`config.mk`:
```
export PLATFORM = sky130hd
export DESIGN_NAME = sync_mod_updown_counter_flat
export DESIGN_NICKNAME = d
export VERILOG_FILES = /design/src/rtl/sync_mod_updown_counter_if.sv /design/src/rtl/sync_mod_updown_counter.sv /design/src/flat_wrapper.sv
export SDC_FILE = /design/constraint.sdc
export NUM_CORES = 1
export LEC_CHECK = 0
export CAP_MARGIN = 20
export CELL_PAD_IN_SITES_DETAIL_PLACEMENT = 1
export CELL_PAD_IN_SITES_GLOBAL_PLACEMENT = 2
export CORE_MARGIN = 2
export CORE_UTILIZATION = 21
export CTS_CLUSTER_SIZE = 20
export DETAILED_ROUTE_END_ITERATION = 7
export GPL_TIMING_DRIVEN = 0
export PLACE_DENSITY = 0.72
export SLEW_MARGIN = 20
export SYNTH_ARGS = -nofsm -noshare
export SYNTH_HDL_FRONTEND = slang
export SYNTH_SLANG_ARGS = --single-unit
export TNS_END_PERCENT = 50
```
`constraint.sdc`:
```
create_clock -name clk -period 1.6 [get_ports clk]
set_clock_uncertainty 0.2 [all_clocks]
set_input_delay 0.32 -clock clk [delete_from_list [all_inputs] [get_ports clk]]
set_output_delay 0.32 -clock clk [all_outputs]
set_load 0.05 [all_outputs]
```
`src/rtl/sync_mod_updown_counter_if.sv`:
```
// Bundle of control inputs and status outputs for the modulo up/down counter.
// master drives the controls and observes the count; slave is the counter itself.
interface sync_mod_updown_counter_if #(
    parameter int WIDTH = 4
) ();
    logic             en;
    logic             up;
    logic             load;
    logic [WIDTH-1:0] din;
    logic [WIDTH-1:0] q;
    logic             y;
    logic             tc;
    logic             wrap;

    modport master (
        output en, up, load, din,
        input  q, y, tc, wrap
    );

    modport slave (
        input  en, up, load, din,
        output q, y, tc, wrap
    );
endinterface

```
`src/rtl/sync_mod_updown_counter.sv`:
```
// Parametrised synchronous modulo-MODULUS up/down counter with parallel load,
// two decoded match values (y), terminal count (tc) and a registered wrap pulse.
// The only state is the count and the wrap flag; everything else is decode.
module sync_mod_updown_counter #(
    parameter int WIDTH   = 4,
    parameter int MODULUS = 10,
    parameter int MATCH_A = 3,
    parameter int MATCH_B = 9
) (
    input  logic                       clk,
    input  logic                       reset,
    sync_mod_updown_counter_if.slave   bus
);

    // Top of the count range. MODULUS may be 2**WIDTH, so the limit is kept as
    // MODULUS-1 (always representable) and load range checks use one extra bit.
    localparam logic [WIDTH-1:0] MAX_VAL = WIDTH'(MODULUS - 1);
    localparam logic [WIDTH:0]   MOD_EXT = (WIDTH + 1)'(MODULUS);
    localparam logic [WIDTH-1:0] MATCH_A_V = WIDTH'(MATCH_A);
    localparam logic [WIDTH-1:0] MATCH_B_V = WIDTH'(MATCH_B);
    localparam logic [WIDTH-1:0] ZERO_V  = '0;
    localparam logic [WIDTH-1:0] ONE_V   = WIDTH'(1);

    logic [WIDTH-1:0] q_r;
    logic             wrap_r;
    logic [WIDTH-1:0] q_next;
    logic             wrap_next;
    logic             din_in_range;
    logic             at_max;
    logic             at_zero;

    assign din_in_range = ({1'b0, bus.din} < MOD_EXT);
    assign at_max       = (q_r == MAX_VAL);
    assign at_zero      = (q_r == ZERO_V);

    // Next-state selection: load beats count enable, which beats hold.
    // Boundary values are compared explicitly rather than relying on binary
    // overflow so the range holds for any modulus, including 2**WIDTH.
    always_comb begin
        q_next    = q_r;
        wrap_next = 1'b0;
        if (bus.load) begin
            q_next = din_in_range ? bus.din : ZERO_V;
        end else if (bus.en) begin
            if (bus.up) begin
                if (at_max) begin
                    q_next    = ZERO_V;
                    wrap_next = 1'b1;
                end else begin
                    q_next = q_r + ONE_V;
                end
            end else begin
                if (at_zero) begin
                    q_next    = MAX_VAL;
                    wrap_next = 1'b1;
                end else begin
                    q_next = q_r - ONE_V;
                end
            end
        end
    end

    // Count and wrap registers; reset clears both immediately.
    always_ff @(posedge clk or posedge reset) begin
        if (reset) begin
            q_r    <= '0;
            wrap_r <= 1'b0;
        end else begin
            q_r    <= q_next;
            wrap_r <= wrap_next;
        end
    end

    assign bus.q    = q_r;
    assign bus.wrap = wrap_r;

    // Zero-latency decodes of the current count and inputs.
    assign bus.y  = (q_r == MATCH_A_V) || (q_r == MATCH_B_V);
    assign bus.tc = bus.en & ~bus.load & ((bus.up & at_max) | (~bus.up & at_zero));

endmodule

```
`src/flat_wrapper.sv`:
```
// flat-port wrapper written by rule: the top's interface ports become plain ports
module sync_mod_updown_counter_flat 
#(
    parameter int WIDTH   = 4,
    parameter int MODULUS = 10,
    parameter int MATCH_A = 3,
    parameter int MATCH_B = 9
)
  (clk, reset, bus_en, bus_up, bus_load, bus_din, bus_q, bus_y, bus_tc, bus_wrap);
  sync_mod_updown_counter_if #(.WIDTH(WIDTH)) bus_i ();
  input  logic clk;
  input  logic reset;
  input wire logic [$bits(bus_i.en)-1:0] bus_en;
  input wire logic [$bits(bus_i.up)-1:0] bus_up;
  input wire logic [$bits(bus_i.load)-1:0] bus_load;
  input wire logic [$bits(bus_i.din)-1:0] bus_din;
  output wire logic [$bits(bus_i.q)-1:0] bus_q;
  output wire logic [$bits(bus_i.y)-1:0] bus_y;
  output wire logic [$bits(bus_i.tc)-1:0] bus_tc;
  output wire logic [$bits(bus_i.wrap)-1:0] bus_wrap;
  assign bus_i.en = bus_en;
  assign bus_i.up = bus_up;
  assign bus_i.load = bus_load;
  assign bus_i.din = bus_din;
  assign bus_q = bus_i.q;
  assign bus_y = bus_i.y;
  assign bus_tc = bus_i.tc;
  assign bus_wrap = bus_i.wrap;
  sync_mod_updown_counter #(.WIDTH(WIDTH), .MODULUS(MODULUS), .MATCH_A(MATCH_A), .MATCH_B(MATCH_B)) u_core (.clk(clk), .reset(reset), .bus(bus_i));
endmodule
```
==> results of run 1 <==
[power groups by stage]
stage | Clock (mW) | Sequential (mW) | Combinational, mW
after global routing | 0.175 | 0.163 | 0.391
after detailed placement | 0 | 0.169 | 0.279
after floorplan | 0 | 0.212 | 0.155
after global placement | 0 | 0.168 | 0.279
after CTS | 0.153 | 0.159 | 0.346
final | 0.153 | 0.160 | 0.367
[worst paths after layout]
check                                             from                           to  cells past startpoint
min in group clk                              bus_load  u_core.bus.q[0]$_DFFE_PP0P_                      2
min reg2reg                u_core.bus.q[2]$_DFFE_PP0P_    u_core.bus.wrap$_DFF_PP0_                      2
max                        u_core.bus.q[0]$_DFFE_PP0P_                       bus_tc                      5
min                                              reset    u_core.bus.wrap$_DFF_PP0_                      2
max in group asynchronous                        reset  u_core.bus.q[0]$_DFFE_PP0P_                      2
max reg2reg                u_core.bus.q[1]$_DFFE_PP0P_  u_core.bus.q[3]$_DFFE_PP0P_                      4
[logic make-up (layout without fill, tap and decap cells)]
| group | Yosys count | after routing |
|---|---|---|
| AO/OA/AOI/OAI | 15 | 15 |
| flip-flops | 5 | 5 |
| buffers and inverters | 9 | 36 |
| AND/OR/NAND/NOR | 24 | 24 |
| XOR/XNOR | 3 | 3 |
[stage by stage]
step | worst slack (ps) | area (um2) | setup TNS [ps]
6_report | -290 | 828 | -699
5_1_grt | -337 | 828 | -928
4_1_cts | -368 | 803 | -793
3_5_place_dp | -992 | 682 | -2870
3_3_place_gp | -1010 | 682 | -3010
2_1_floorplan | -458 | 518 | -952
[worst register-to-register path, stage by stage, from the launching register on]
cell	delay, ps
dfrtp_2	420
buf_6	130
or4_4	430
a2111oi_4	290
a211o_1	140
[routing by layer]
metal  vias up  global-route usage [%]
met1       238                    13.2
met3         2                    4.68
met2        19                    23.9
met5         -                       0
met4         0                    5.41
li1        259                       -
[cells in the mapped netlist (2+ instances only)]
cell type / instances / area, um2
a21oi_1: 3 / 15.0
buf_2: 3 / 15.0
dfrtp_1: 5 / 125
inv_1: 4 / 15.0
nand2_1: 2 / 7.51
nand2b_1: 4 / 25.0
nor2_1: 3 / 11.3
nor3_1: 3 / 15.0
nor3b_1: 2 / 15.0
nor4_1: 2 / 12.5
o21ai_0: 3 / 15.0
xnor2_1: 3 / 26.3
[flip-flops by register name, summed over array words and instances (netlist names)]
| register | count |
|---|---|
| u_core.bus.q | 4 |
| u_core.bus.wrap | 1 |
[final cells by class]
cell class | count | area, um2
well taps | 27 | 33.8
multi-input cells | 42 | 368
flip-flops and latches | 5 | 130
repair buffers | 23 | 205
clock buffers | 4 | 26.3
inverters | 4 | 15.0
fillers | 233 | 1190
plain buffers | 5 | 50.0
[repair_timing]
action                                  CTS  global route
endpoints found under the setup margin   10             8
buffers inserted                          8             2
pin swaps                                 6             2
gates resized for setup                  37             6
==> impl_metrics.yaml, run 1 <==
yosys:
  synth-compound-area-share_pct: 26.0
  synth_fp_nets: 65
  synth-edff-count: 0
  synth_top_family_by_area: "simple AND/OR/NAND/NOR gates"
  ys.warnings.count: 0
  synthCells: 56
  ys_async_sr_fraction_pct: 100
  seq_area_frac_synth_pct: 27.1
  synthMuxAreaShare_pct: 0
  yosys.cell_types.count: 31
  ys_seq_elements: 5
  syn_area_um2: 462
  avgSynthCellArea_um2: 8.24
  synthSimpleGateAreaFrac_pct: 31.4
  synthXorXnorAreaFrac_pct: 5.69
  ys.flop_type: "dfrtp_1"
  synthAdderAreaFrac_pct: 0
drt:
  drt_iter0_drc: 4
  drt-pass1-iter-count: 3
  drc: 0
  topRoutingLayerUsed: "met4"
  vias: 518
  wl_met1_um: 571
  wl_met2_um: 785
  routed_wl_um: 1460
  wl_per_cell_um: 13.3
  postRouteAntennaNets: 0
  vias_per_cell: 4.71
  wl_met3_um: 89
die:
  core_um2: 2020
  ios: 16
  num_rows: 16
  dieWidth_um: 50.9
  initial_core_util_pct: 22.8
  die_h_um: 50.9
  dieArea_um2: 2590
worst_setup_path:
  path_buf_inv: 2
  required_ps: 1080
  crit_arrival_ps: 1370
  cp_max_fo: 4
  crit_path_end_kind: "output pin"
  regToRegSetupSlack_ps: -100
  cp_slowest_cell: "dfrtp_2"
  crit_chain: "buf_6 > nor3_4 > a21oi_2 > nor4_4 > buf_6"
  crit_path_max_incr_delay_ps: 420
  crit_family: "flip-flops"
  worst_setup_path_start_kind: "register"
  critPathMostFrequentCell: "buf_6"
  crit_type: "register to output pin"
power_and_ir_drop:
  internal-power_mw: 0.410
  fin_total_pwr_mw: 0.680
  vdd_drop_max_mv: 0.393
  p_sw_share_pct: 39.7
  power_frac_clock_pct: 22.5
  pwr-share-comb_pct: 54.0
  p_seq_share_pct: 23.6
  p_sw_mw: 0.270
  p_leak_nw: 0.346
  power_density_nw_per_um2: 821
timing:
  period_share_pct: 118
  rsz0062_at_grt: "yes"
  relSlewSlack_pct: 67.5
  drv_slew: 0
  fmax_ghz: 0.529
  hold_violations: 0
  finalWorstSetupSlack_ps: -290
  tightest_slew_ps: 489
  fin_crit_ps: 1890
  timing.hold.ws_ps: 61.9
  setup_viol: 4
layout:
  post-route-util_pct: 41.0
  final_cell_mix: "9 x buf_4, 6 x buf_6, 5 x clkdlybuf4s50_1"
  fin_cells: 110
  drive_gt1_share_pct: 45.8
  layout.nets: 93
  final_common_cell: "buf_4"
  syn2layout_area_growth_pct: 79.4
  antenna_cells: 0
flow_run:
  max_cap_viol_count: 0
run_status:
  status: "finished with violations"
  violations: "negative setup slack"
place:
  globalplace.congestion: 0.712
  port_buffers: 13
  place_hpwl_um: 895
  dpl.cell_count: 96
clocking:
  cts_tree: "done"
  cts_hold_buffers: 0
  cts_root_buf: "clkbuf_4"
  cts_max_path_buffers: 2
  insertion_delay_ps: 250
  clk_pin_slew_ps: 50
  h-tree-depth: 1
  cts.sinks: 5
  numCtsBuffers: 3
global_route:
  antenna_found_initial: 0
  first_global_vias: 525
  grt_max_degree: 11
  grt_pass1_wl_um: 2390
  grt.overflow.total: 0
  grt_use_total_pct: 13.0
hold_path:
  hold_class: "input port to asynchronous set/reset pin"
Power figures use the tool's default switching activity.
==> run 2, diff against run 1 <==
--- a/config.mk
+++ b/config.mk
@@ -8,12 +8,12 @@
 export CAP_MARGIN = 20
 export CELL_PAD_IN_SITES_DETAIL_PLACEMENT = 1
 export CELL_PAD_IN_SITES_GLOBAL_PLACEMENT = 2
-export CORE_MARGIN = 2
-export CORE_UTILIZATION = 21
+export CORE_MARGIN = 8
+export CORE_UTILIZATION = 23
 export CTS_CLUSTER_SIZE = 20
 export DETAILED_ROUTE_END_ITERATION = 7
 export GPL_TIMING_DRIVEN = 0
-export PLACE_DENSITY = 0.72
+export PLACE_DENSITY = 0.75
 export SLEW_MARGIN = 20
 export SYNTH_ARGS = -nofsm -noshare
 export SYNTH_HDL_FRONTEND = slang
==> constraint.sdc (replaced) <==
create_clock -name clk -period 2.1 [get_ports clk]
set_clock_uncertainty 0.2 [all_clocks]
set_input_delay 0.42 -clock clk [delete_from_list [all_inputs] [get_ports clk]]
set_output_delay 0.42 -clock clk [all_outputs]
set_load 0.05 [all_outputs]
==> impl_metrics.yaml, run 2 (synthesized netlist as in run 1, its figures left out) <==
drt:
  postRouteAntennaNets: 0
  routed_wl_um: 1320
  vias_per_cell: 4.85
  drt_iter0_drc: 4
  wl_per_cell_um: 13.4
  vias: 480
  drc: 0
  drt-pass1-iter-count: 4
global_route:
  grt_max_degree: 11
  grt_pass1_wl_um: 2340
  grt_use_total_pct: 8.63
  antenna_found_initial: 0
  first_global_vias: 506
  grt.overflow.total: 0
place:
  place_area_um2: 666
  place_hpwl_um: 1040
  dpl.cell_count: 96
  globalplace.congestion: 0.734
  port_buffers: 13
layout:
  final_cell_area_um2: 707
  fin_cells: 99
  largest_reg_flops: 4
  syn2layout_area_growth_pct: 53.1
  antenna_cells: 0
  final_cell_mix: "6 x clkdlybuf4s50_1, 4 x buf_6, 4 x inv_1, 4 x nand2b_1"
  layout.nets: 82
  fillers: 235
  drive_gt1_share_pct: 26.4
  final_common_cell: "clkdlybuf4s50_1"
clocking:
  cts_hold_buffers: 0
  h-tree-depth: 1
  numCtsBuffers: 3
  cts.sinks: 5
  cts_tree: "done"
  cts_root_buf: "clkbuf_4"
  insertion_delay_ps: 250
  clk_pin_slew_ps: 50
  cts_max_path_buffers: 2
die:
  num_rows: 16
  dieWidth_um: 60.8
  ios: 16
  core_um2: 1920
  die_h_um: 60.8
  initial_core_util_pct: 24.0
  dieArea_um2: 3700
power_and_ir_drop:
  p_leak_nw: 0.287
  vdd_drop_max_mv: 0.335
  power_density_nw_per_um2: 628
flow_run:
  max_cap_viol_count: 0
timing:
  relSlewSlack_pct: 66.2
  fin_crit_ps: 2010
  setup_viol: 0
  fmax_ghz: 0.498
  tightest_slew_ps: 506
  hold_violations: 0
  drv_slew: 0
  rsz0062_at_grt: "no"
  period_share_pct: 95.6
  totalNegativeSetupSlack_ps: 0
worst_setup_path:
  crit_arrival_ps: 1390
  cp_max_fo: 10
  required_ps: 1480
  worst_setup_path_start_kind: "register"
  crit_type: "register to output pin"
  crit_path_end_kind: "output pin"
run_status:
  status: "finished, final reports clean"
hold_path:
  hold_class: "input port to asynchronous set/reset pin"
-- run 2: cell count changes in the layout (fill, tap and decap cells not counted), sizes merged --
cell           delta
buf              -13
clkbuf            -1
clkdlybuf4s50     +1
dlygate4sd2       +1
dlymetal6s2s      +1
-- run 2: power by group --
part           internal (mW)  leakage (nW)  switching [mW]  total, mW
Sequential             0.108        0.0602          0.0255      0.134
Clock                 0.0719        0.0150          0.0403      0.112
Combinational         0.0831         0.212           0.115      0.198
Total                  0.263         0.287           0.181      0.444
-- run 2: per-stage QoR --
| step | hold slack [ps] | power [mW] | setup WS [ps] | utilization [%] |
|---|---|---|---|---|
| 6_report | 169 | 0.444 | 92.7 | 36.8 |
| 5_1_grt | 207 | 0.480 | 19.1 | 36.8 |
| 4_1_cts | 170 | 0.456 | 12.4 | 36.7 |
| 3_5_place_dp | 435 | 0.335 | -743 | 34.6 |
| 3_3_place_gp | 423 | 0.333 | -736 | 34.6 |
| 2_1_floorplan | -1.68 | 0.271 | -100 | - |
-- run 2: critical path: stages (launching register included) --
cell and delay [ps]:
dfrtp_2 420, buf_6 150, and2_4 150, a21oi_2 210, nor4_4 50, buf_6 160
-- run 2: layer usage --
layer	GRT usage (%)	part of all wire, %	vias up
met2	12.7	44	17
met5	0	0	-
met1	10.8	49	224
met3	3.81	5.4	2
li1	-	-	237
met4	2.99	1.3	0
-- run 2: timing repair --
| item | in CTS | in global routing |
|---|---|---|
| setup endpoints to repair | 4 | 4 |
| hold endpoints to repair | 0 | 0 |
| gates resized for setup | 20 | 5 |
| gates cloned | 0 | 0 |
| buffers inserted | 0 | 0 |
| pin swaps | 1 | 0 |
-- run 2: layout make-up --
| type | count | area, um2 | share of cell area, % |
|---|---|---|---|
| buffer | 4 | 32.5 | 4.60 |
| clock buffer | 4 | 26.3 | 3.72 |
| inverter | 4 | 15.0 | 2.12 |
| tap | 27 | 33.8 | 4.78 |
| timing repair buffer | 13 | 135 | 19.1 |
| sequential | 5 | 129 | 18.2 |
| multi-input combinational | 42 | 335 | 47.4 |
-- run 2: final timing paths --
check | cells past startpoint | from | slack (ps) | to
min in group clk | 2 | bus_load | 350 | u_core.bus.q[0]$_DFFE_PP0P_
worst max register to register | 3 | u_core.bus.q[1]$_DFFE_PP0P_ | 310 | u_core.bus.q[3]$_DFFE_PP0P_
worst min register to register | 1 | u_core.bus.q[1]$_DFFE_PP0P_ | 490 | u_core.bus.wrap$_DFF_PP0_
worst min-delay path | 2 | reset | 170 | u_core.bus.wrap$_DFF_PP0_
max in group asynchronous | 2 | reset | 1340 | u_core.bus.q[3]$_DFFE_PP0P_
worst max-delay path | 5 | u_core.bus.q[0]$_DFFE_PP0P_ | 90 | bus_tc
